===== src/rtl/uart_tx_fifo.sv =====
// Buffered UART transmitter: valid/ready byte FIFO feeding an 8-bit frame serialiser
// with optional even/odd parity and one or two stop bits.
module uart_tx_fifo #(
    parameter int unsigned CLKS_PER_BIT = 10416,
    parameter int unsigned FIFO_DEPTH   = 16,
    parameter int unsigned PARITY_EN    = 0,
    parameter int unsigned PARITY_ODD   = 0,
    parameter int unsigned STOP_BITS    = 1
) (
    input  logic                          clk,
    input  logic                          rst_n,
    input  logic [7:0]                    in_data,
    input  logic                          in_valid,
    output logic                          out_ready,
    input  logic                          in_overflow_clear,
    output logic                          out_tx,
    output logic                          out_busy,
    output logic [$clog2(FIFO_DEPTH):0]   out_fifo_count,
    output logic                          out_fifo_empty,
    output logic                          out_fifo_full,
    output logic                          out_overflow
);

    localparam int unsigned AW = $clog2(FIFO_DEPTH);
    localparam int unsigned CW = AW + 1;
    localparam int unsigned BW = (CLKS_PER_BIT > 1) ? $clog2(CLKS_PER_BIT) : 1;
    localparam logic [BW-1:0] BAUD_LAST = BW'(CLKS_PER_BIT - 1);
    localparam logic [2:0]    STOP_LAST = 3'(STOP_BITS - 1);
    localparam logic [CW-1:0] DEPTH_C   = CW'(FIFO_DEPTH);

    typedef enum logic [2:0] {IDLE, START, DATA, PARITY, STOP} state_t;

    logic [7:0]    mem [FIFO_DEPTH];
    logic [AW-1:0] wr_ptr, rd_ptr;
    state_t        state, state_d;
    logic [BW-1:0] baud_cnt, baud_cnt_d;
    logic [2:0]    bit_idx, bit_idx_d;
    logic [7:0]    shift_q, shift_d;
    logic          par_q, par_d;
    logic          push, pop, baud_wrap;
    logic [CW-1:0] count_d;
    logic          tx_d, busy_d, ovf_d;

    assign push      = in_valid && out_ready;
    assign baud_wrap = (baud_cnt == BAUD_LAST);

    // FIFO storage; contents need no reset because the pointers gate every read
    always_ff @(posedge clk) begin
        if (push) begin
            mem[wr_ptr] <= in_data;
        end
    end

    // Frame sequencing, pop decision and next values of every registered output
    always_comb begin
        state_d    = state;
        baud_cnt_d = baud_cnt;
        bit_idx_d  = bit_idx;
        shift_d    = shift_q;
        par_d      = par_q;
        pop        = 1'b0;
        case (state)
            IDLE: begin
                if (!out_fifo_empty) pop = 1'b1;
            end
            START: begin
                if (baud_wrap) begin
                    state_d    = DATA;
                    baud_cnt_d = '0;
                    bit_idx_d  = '0;
                end else begin
                    baud_cnt_d = baud_cnt + BW'(1);
                end
            end
            DATA: begin
                if (baud_wrap) begin
                    baud_cnt_d = '0;
                    if (bit_idx == 3'd7) begin
                        state_d   = (PARITY_EN != 0) ? PARITY : STOP;
                        bit_idx_d = '0;
                    end else begin
                        bit_idx_d = bit_idx + 3'd1;
                        shift_d   = {1'b0, shift_q[7:1]};
                    end
                end else begin
                    baud_cnt_d = baud_cnt + BW'(1);
                end
            end
            PARITY: begin
                if (baud_wrap) begin
                    state_d    = STOP;
                    baud_cnt_d = '0;
                    bit_idx_d  = '0;
                end else begin
                    baud_cnt_d = baud_cnt + BW'(1);
                end
            end
            STOP: begin
                if (baud_wrap) begin
                    baud_cnt_d = '0;
                    if (bit_idx == STOP_LAST) begin
                        if (!out_fifo_empty) pop = 1'b1;
                        else state_d = IDLE;
                    end else begin
                        bit_idx_d = bit_idx + 3'd1;
                    end
                end else begin
                    baud_cnt_d = baud_cnt + BW'(1);
                end
            end
            default: state_d = IDLE;
        endcase

        // A pop always launches a fresh frame, from IDLE or straight out of STOP
        if (pop) begin
            state_d    = START;
            baud_cnt_d = '0;
            bit_idx_d  = '0;
            shift_d    = mem[rd_ptr];
            par_d      = (^mem[rd_ptr]) ^ 1'(PARITY_ODD);
        end

        case (state_d)
            START:   tx_d = 1'b0;
            DATA:    tx_d = shift_d[0];
            PARITY:  tx_d = par_d;
            default: tx_d = 1'b1;
        endcase

        count_d = out_fifo_count + CW'(push) - CW'(pop);
        busy_d  = (state_d != IDLE) || (count_d != '0);
        if (in_overflow_clear)               ovf_d = 1'b0;
        else if (in_valid && out_fifo_full)  ovf_d = 1'b1;
        else                                 ovf_d = out_overflow;
    end

    // State, pointers and all outputs; reset drops any queued or in-flight data
    always_ff @(posedge clk or negedge rst_n) begin
        if (!rst_n) begin
            state          <= IDLE;
            baud_cnt       <= '0;
            bit_idx        <= '0;
            shift_q        <= '0;
            par_q          <= 1'b0;
            wr_ptr         <= '0;
            rd_ptr         <= '0;
            out_tx         <= 1'b1;
            out_ready      <= 1'b1;
            out_busy       <= 1'b0;
            out_fifo_count <= '0;
            out_fifo_empty <= 1'b1;
            out_fifo_full  <= 1'b0;
            out_overflow   <= 1'b0;
        end else begin
            state          <= state_d;
            baud_cnt       <= baud_cnt_d;
            bit_idx        <= bit_idx_d;
            shift_q        <= shift_d;
            par_q          <= par_d;
            wr_ptr         <= wr_ptr + AW'(push);
            rd_ptr         <= rd_ptr + AW'(pop);
            out_tx         <= tx_d;
            out_ready      <= (count_d != DEPTH_C);
            out_busy       <= busy_d;
            out_fifo_count <= count_d;
            out_fifo_empty <= (count_d == '0);
            out_fifo_full  <= (count_d == DEPTH_C);
            out_overflow   <= ovf_d;
        end
    end

endmodule


===== config.mk =====
export PLATFORM = sky130hd
export DESIGN_NAME = uart_tx_fifo
export DESIGN_NICKNAME = d
export VERILOG_FILES = /design/src/rtl/uart_tx_fifo.sv
export SDC_FILE = /design/constraint.sdc
export NUM_CORES = 1
export LEC_CHECK = 0
export CAP_MARGIN = 20
export CELL_PAD_IN_SITES_DETAIL_PLACEMENT = 1
export CELL_PAD_IN_SITES_GLOBAL_PLACEMENT = 1
export CORE_MARGIN = 4
export CORE_UTILIZATION = 56
export DETAILED_ROUTE_END_ITERATION = 16
export GPL_TIMING_DRIVEN = 0
export PLACE_DENSITY = 0.87
export SYNTH_ARGS = -nofsm -noshare
export SYNTH_HDL_FRONTEND = slang
export SYNTH_SLANG_ARGS = --single-unit

===== constraint.sdc =====
create_clock -name clk -period 9.2 [get_ports clk]
set_input_delay 1.84 -clock clk [delete_from_list [all_inputs] [get_ports clk]]
set_output_delay 1.84 -clock clk [all_outputs]
set_load 0.02 [all_outputs]

* Word level (Yosys, flattened, before mapping)
Memory sizes are Yosys's and may differ from the RTL's. Cells that the tools add are included.
Operators by class: equal/unequal tests 16, multiplexer cells 33, reduce and logical (&&, ||, !) cells 18, add/sub/neg operators 6
Operator list (number):
- $mux 14 | 3
- $mux 3 | 14
- $mux 8 | 4
- $pmux 3 s5 | 1
- $add 14x1->14 const B | 1
- $eq 14x14->1 const B | 1
- $eq 3x2->1 const B | 4
- $ne 3x3->1 const B | 3
- $pmux 3 s3 | 1
- $add 4x1->4 | 2
- $mux 1 | 8
- $reduce_bool 2->1 | 4
- $reduce_xor 8->1 | 1
- $eq 3x1->1 const B | 2
- $eq 3x3->1 const B | 2
- $logic_not 3->1 | 2
- $add 5x1->5 | 1
- $eq 5x5->1 const B | 1
- $logic_not 5->1 | 1
- $ne 5x5->1 const B | 1
- $reduce_and 5->1 | 1
- $reduce_bool 5->1 | 1
- $sub 5x1->5 | 1
- $reduce_bool 4->1 | 1
- 11 further kinds | 12
Word-level totals: register bits after elaboration 48, input port bits 12, word-level logic and storage cells 89, memories kept 1, output and inout bits 11, memory bits (writable) 128
Memory list:
- mem | depth 16, bits a word 8, read ports 1, clocked after Yosys merged registers in 0, wr ports 1, RTL line 33 | logic [7:0] mem [FIFO_DEPTH];

* Depth between registers and ports, before layout
depth after elaboration 7, depth in mapped cells 16, mapped depth without buffers 15

* Worst setup path after synthesis
OpenSTA, ideal clock, no wires.
kind input -> register, start point input in_valid, end point register out_busy, path slack 5.256 ns, setup time 0.138 ns, buffers on the path 0, stages 10, data arrival time 3.805 ns, data required time 9.062 ns, cells stage by stage nand2_1 ha_1 inv_1 ha_1 fa_1 a21o_1 a21oi_1 xnor2_1 nor2b_1 or4b_1
On the way: word-level cells in the longest chain between the ends 5
Ends and longest elaborated chain:
- start, declared | RTL line 13 | input logic in_valid,
- $logic_and 1x1->1 | RTL line 44 | assign push = in_valid && out_ready;
- $add 5x1->5 | RTL line 130 | count_d = out_fifo_count + CW'(push) - CW'(pop);
- $sub 5x1->5 | RTL line 130
- via count_d[4] | RTL line 41 | logic [CW-1:0] count_d;
- $reduce_bool 5->1 | RTL line 131 | busy_d = (state_d != IDLE) || (count_d != '0);
- $logic_or 1x1->1 | RTL line 131
- via busy_d | RTL line 42 | logic tx_d, busy_d, ovf_d;
- end signal, assigned | RTL line 164 | out_busy <= busy_d;
- end, declared | RTL line 17 | output logic out_busy,
The timed path passes the listed nets, and every way through them passes these cells. A chain may end at the register's enable or synchronous reset.

* Worst setup path after layout
start point register baud_cnt[8], end point register out_busy
On the way: word-level cells in the longest chain between the ends 6, elaborated cells between the ends (all ways) 13, classes of those cells add/sub (1); eq/ne (1); mux (8); reduce/logical (3)
Ends and longest elaborated chain:
- start, declared | RTL line 36 | logic [BW-1:0] baud_cnt, baud_cnt_d;
- start signal, assigned | RTL line 156 | baud_cnt <= baud_cnt_d;
- $eq 14x14->1 | RTL line 45 | assign baud_wrap = (baud_cnt == BAUD_LAST);
- $mux 1 | RTL line 99 | if (baud_wrap) begin
- $pmux 1 s2 | RTL line 62 | case (state)
- $sub 5x1->5 | RTL line 130
- via count_d[1] | RTL line 41
- $reduce_bool 5->1 | RTL line 131
- $logic_or 1x1->1 | RTL line 131
- via busy_d | RTL line 42
The timed path passes the listed nets, and every way through them passes these cells.

==> impl_metrics.xml <==
<?xml version="1.0" encoding="UTF-8"?>
<metrics>
  <group name="critical_path">
    <metric name="crit_required" unit="ns">9.48</metric>
    <metric name="worst_path_fanout_max" unit="">11</metric>
    <metric name="crit_path_max_incr_delay" unit="ns">0.53</metric>
    <metric name="worstSetupEndpointType" unit="">flip-flop</metric>
    <metric name="timing.critical_path.arrival" unit="ns">5.41</metric>
    <metric name="timing.critical_path.slowest_stage_cell" unit="">sky130_fd_sc_hd__nor4b_1</metric>
    <metric name="critical_path_buf_inv_count" unit="">3</metric>
    <metric name="timing.critical_path.cells" unit="">nor4b_1 -&gt; nand4_1 -&gt; nor4_2 -&gt; nand3b_1 -&gt; a211o_1 -&gt; clkinv_2 -&gt; buf_4 -&gt; ha_1 -&gt; inv_1 -&gt; ha_1 -&gt; fa_1 -&gt; nor4_1 -&gt; nor2b_1 -&gt; or4b_1</metric>
    <metric name="path_class" unit="">reg -&gt; reg</metric>
    <metric name="startpoint_type" unit="">flip-flop</metric>
    <metric name="cpMostUsedCell" unit="">sky130_fd_sc_hd__ha_1</metric>
    <metric name="critical-path-top-delay-family" unit="">simple AND/OR/NAND/NOR gates</metric>
  </group>
  <group name="yosys">
    <metric name="post_synth.cell_area_avg" unit="um^2">16.0</metric>
    <metric name="synth.ff_latch_count" unit="">176</metric>
    <metric name="synth.cell_area" unit="um^2">7370</metric>
    <metric name="gate_count_of_the_mapped_netlist" unit="">461</metric>
    <metric name="async_reset_ff_share" unit="%">27.3</metric>
    <metric name="synthDominantCellAreaShare" unit="%">52.1</metric>
    <metric name="postSynthNetCount" unit="">487</metric>
    <metric name="synth_cell_type_count" unit="">49</metric>
    <metric name="synth_flop_cell" unit="">sky130_fd_sc_hd__edfxtp_1</metric>
    <metric name="synth_top_area_cell" unit="">sky130_fd_sc_hd__edfxtp_1</metric>
    <metric name="yosysWarningCount" unit="">0</metric>
    <metric name="synth_seq_area_share" unit="%">68.5</metric>
    <metric name="synth.top_cells.by_area" unit="">sky130_fd_sc_hd__edfxtp_1, sky130_fd_sc_hd__dfrtp_1, sky130_fd_sc_hd__mux4_2, sky130_fd_sc_hd__ha_1, sky130_fd_sc_hd__nor2_1</metric>
    <metric name="synth_enable_flop_cells" unit="">128</metric>
  </group>
  <group name="placement">
    <metric name="gpl.final_weighted_congestion" unit="">0.804</metric>
    <metric name="portBuffers" unit="">22</metric>
    <metric name="dp.final_hpwl" unit="um">11500</metric>
  </group>
  <group name="final_layout">
    <metric name="final_net_count" unit="">533</metric>
    <metric name="layout.cells.most_common" unit="">sky130_fd_sc_hd__edfxtp_1</metric>
    <metric name="drive_gt1_share" unit="%">16.2</metric>
    <metric name="seqCellArea" unit="um^2">5050</metric>
    <metric name="multi_input_area" unit="um^2">2160</metric>
    <metric name="insertedDiodeCount" unit="">0</metric>
    <metric name="fillers" unit="">1115</metric>
    <metric name="leading_cell_types_in_the_layout_fill_and_taps_excluded" unit="">sky130_fd_sc_hd__edfxtp_1, sky130_fd_sc_hd__dfrtp_1, sky130_fd_sc_hd__nor2_1, sky130_fd_sc_hd__nand2_1, sky130_fd_sc_hd__mux4_2</metric>
    <metric name="syn_to_final_growth" unit="%">14.4</metric>
  </group>
  <group name="clock_tree">
    <metric name="clock_latency" unit="ns">0.43</metric>
    <metric name="clk_pin_slew" unit="ns">0.07</metric>
    <metric name="cts-htree-levels" unit="">4</metric>
    <metric name="cts_tree" unit="">yes</metric>
    <metric name="cts-root-to-sink-buffers" unit="">2</metric>
    <metric name="cts.sink_count" unit="">176</metric>
    <metric name="cts_inserted_buffers" unit="">17</metric>
    <metric name="post-cts-setup-buffer-count" unit="">0</metric>
    <metric name="cts.hold.buffers_added" unit="">0</metric>
    <metric name="cts.root.buffer_cell" unit="">sky130_fd_sc_hd__clkbuf_16</metric>
    <metric name="ctsResizeCount" unit="">0</metric>
  </group>
  <group name="die">
    <metric name="chipHeight" unit="um">123</metric>
    <metric name="floorplan.die.width" unit="um">123</metric>
    <metric name="placementRows" unit="">41</metric>
    <metric name="initial_core_utilization" unit="%">57.7</metric>
    <metric name="floorplan.die_area" unit="um^2">15100</metric>
    <metric name="design.portCount" unit="">23</metric>
    <metric name="core_region_area" unit="um^2">12800</metric>
  </group>
  <group name="drt">
    <metric name="routed_wirelength" unit="um">18100</metric>
    <metric name="drt_iter0_markers" unit="">485</metric>
    <metric name="detail_route.vias_per_cell" unit="">6.17</metric>
    <metric name="detail_route.first_pass.iterations" unit="">6</metric>
    <metric name="via_count" unit="">4258</metric>
    <metric name="ant_nets" unit="">0</metric>
    <metric name="wl_per_cell" unit="um">26.3</metric>
    <metric name="remaining_drc_errors" unit="">0</metric>
  </group>
  <group name="sta">
    <metric name="final_period_minus_worst_setup_slack" unit="ns">5.13</metric>
    <metric name="timing.slew.headroom" unit="%">26.5</metric>
    <metric name="final.period_utilization" unit="%">55.7</metric>
    <metric name="worst_slew_pin_slew" unit="ns">1.10</metric>
    <metric name="slew_violations" unit="">0</metric>
    <metric name="final-hold-violation-count" unit="">0</metric>
    <metric name="setup_tns" unit="ns">0</metric>
    <metric name="grt_setup_unrepaired" unit="">false</metric>
    <metric name="achievable-frequency" unit="MHz">195</metric>
    <metric name="setup_viol_count_final" unit="">0</metric>
    <metric name="clock_skew" unit="ns">0.00751</metric>
    <metric name="hold_ws" unit="ns">0.511</metric>
  </group>
  <group name="global_routing">
    <metric name="grt.total_usage" unit="%">26.5</metric>
    <metric name="grt_first_pass_wirelength" unit="um">28600</metric>
    <metric name="globalRoute.totalOverflow" unit="">0</metric>
    <metric name="grt_antenna_before_repair" unit="">0</metric>
    <metric name="first_global_vias" unit="">4833</metric>
    <metric name="grt_max_degree" unit="">37</metric>
  </group>
  <group name="pwr">
    <metric name="power.density_cell_area" unit="nW/um^2">244</metric>
    <metric name="power_leakage" unit="nW">3.08</metric>
    <metric name="vdd.ir_drop.worst" unit="mV">0.230</metric>
  </group>
  <group name="hold_path">
    <metric name="type_of_the_most_critical_hold_path" unit="">reg -&gt; reg</metric>
  </group>
  <group name="run">
    <metric name="cap_viol_max_count" unit="">0</metric>
  </group>
  <group name="status">
    <metric name="run_status" unit="">finished, final reports clean</metric>
  </group>
</metrics>
[power by group]
group	switching, W	internal, W
combinational	0.000201	0.000126
sequential	0.0000472	0.000952
clock	0.000304	0.000425
total	0.000552	0.00150
[area by class of cell]
class | instances | share of cell area [%]
Clock buffer | 17 | 5.05
Buffer | 21 | 1.48
Inverter | 11 | 0.505
Timing Repair Buffer | 27 | 3.03
Multi-Input combinational cell | 253 | 25.6
Clock inverter | 13 | 1.93
Tap cell | 172 | 2.55
Sequential cell | 176 | 59.9
[path summary, 6_finish.rpt]
path                                               start                           to  slack (ns)  cells past startpoint
worst min register to register  out_overflow$_DFFE_PN0P_     out_overflow$_DFFE_PN0P_        0.51                      2
min in group asynchronous                          rst_n  out_fifo_count[2]$_DFF_PN0_        1.31                      1
worst max-delay path             baud_cnt[8]$_DFFE_PN0P_           out_busy$_DFF_PN0_        4.07                     14
worst min-delay path            out_overflow$_DFFE_PN0P_     out_overflow$_DFFE_PN0P_        0.51                      2
worst max register to register   baud_cnt[8]$_DFFE_PN0P_           out_busy$_DFF_PN0_        4.07                     14
max in group asynchronous                          rst_n             out_tx$_DFF_PN1_        7.31                      2
[routing by layer]
layer	GRT usage [%]	part of all wire, %	up-vias
li1	-	-	1846
met1	33.8	39	2228
met2	45.4	54	157
met3	5.02	5.4	27
met4	10.1	2.4	0
met5	0	0	-
[synth_stat cells, drive strengths merged, types with 12 or more instances]
cell type	n
a21oi	17
a22oi	14
buf	12
dfrtp	45
edfxtp	128
ha	13
mux4	32
nand2	33
nand3	13
nor2	34
o21ai	14
xnor2	14
[per-stage QoR]
stage               worst slack (ns)  total power [W]  cell area [um^2]  util [%]  cells
detailed placement              4.31          0.00132              7840      61.4    660
global placement                4.40          0.00129              7810      61.1    655
floorplan                       5.26          0.00119              7370         -    461
CTS                             4.08          0.00206              8430      66.0    690
finish                          4.07          0.00206              8430      66.0    690
global route                    3.75          0.00213              8430      66.0    690
[kinds of logic after synthesis]
group                    after synthesis  synth area share (%)
flip-flops                           176                  68.5
multiplexers                          43                  11.3
adder cells (fa/ha/maj)               14                  2.48
AO/OA/AOI/OAI                         54                  4.50
buffers and inverters                 32                  2.27
XOR/XNOR                              25                  3.26
AND/OR/NAND/NOR                      117                  7.69
[worst register-to-register path, cell delays in order (launching register included)]
cell	delay (ns)
sky130_fd_sc_hd__dfrtp_1	0.42
sky130_fd_sc_hd__nor4b_1	0.53
sky130_fd_sc_hd__nand4_1	0.20
sky130_fd_sc_hd__nor4_2	0.49
sky130_fd_sc_hd__nand3b_1	0.21
sky130_fd_sc_hd__a211o_1	0.45
sky130_fd_sc_hd__clkinv_2	0.18
sky130_fd_sc_hd__buf_4	0.23
sky130_fd_sc_hd__ha_1	0.26
sky130_fd_sc_hd__inv_1	0.07
sky130_fd_sc_hd__ha_1	0.21
sky130_fd_sc_hd__fa_1	0.49
sky130_fd_sc_hd__nor4_1	0.41
sky130_fd_sc_hd__nor2b_1	0.31
sky130_fd_sc_hd__or4b_1	0.52
[registers in the layout, summed over array words and instances, names as in the netlist, 3 cells and up]
name	cells
mem	128
baud_cnt	14
shift_q	8
out_fifo_count	5
rd_ptr	4
wr_ptr	4
bit_idx	3
state	3
Note: power is estimated with default switching activity, not from simulation.
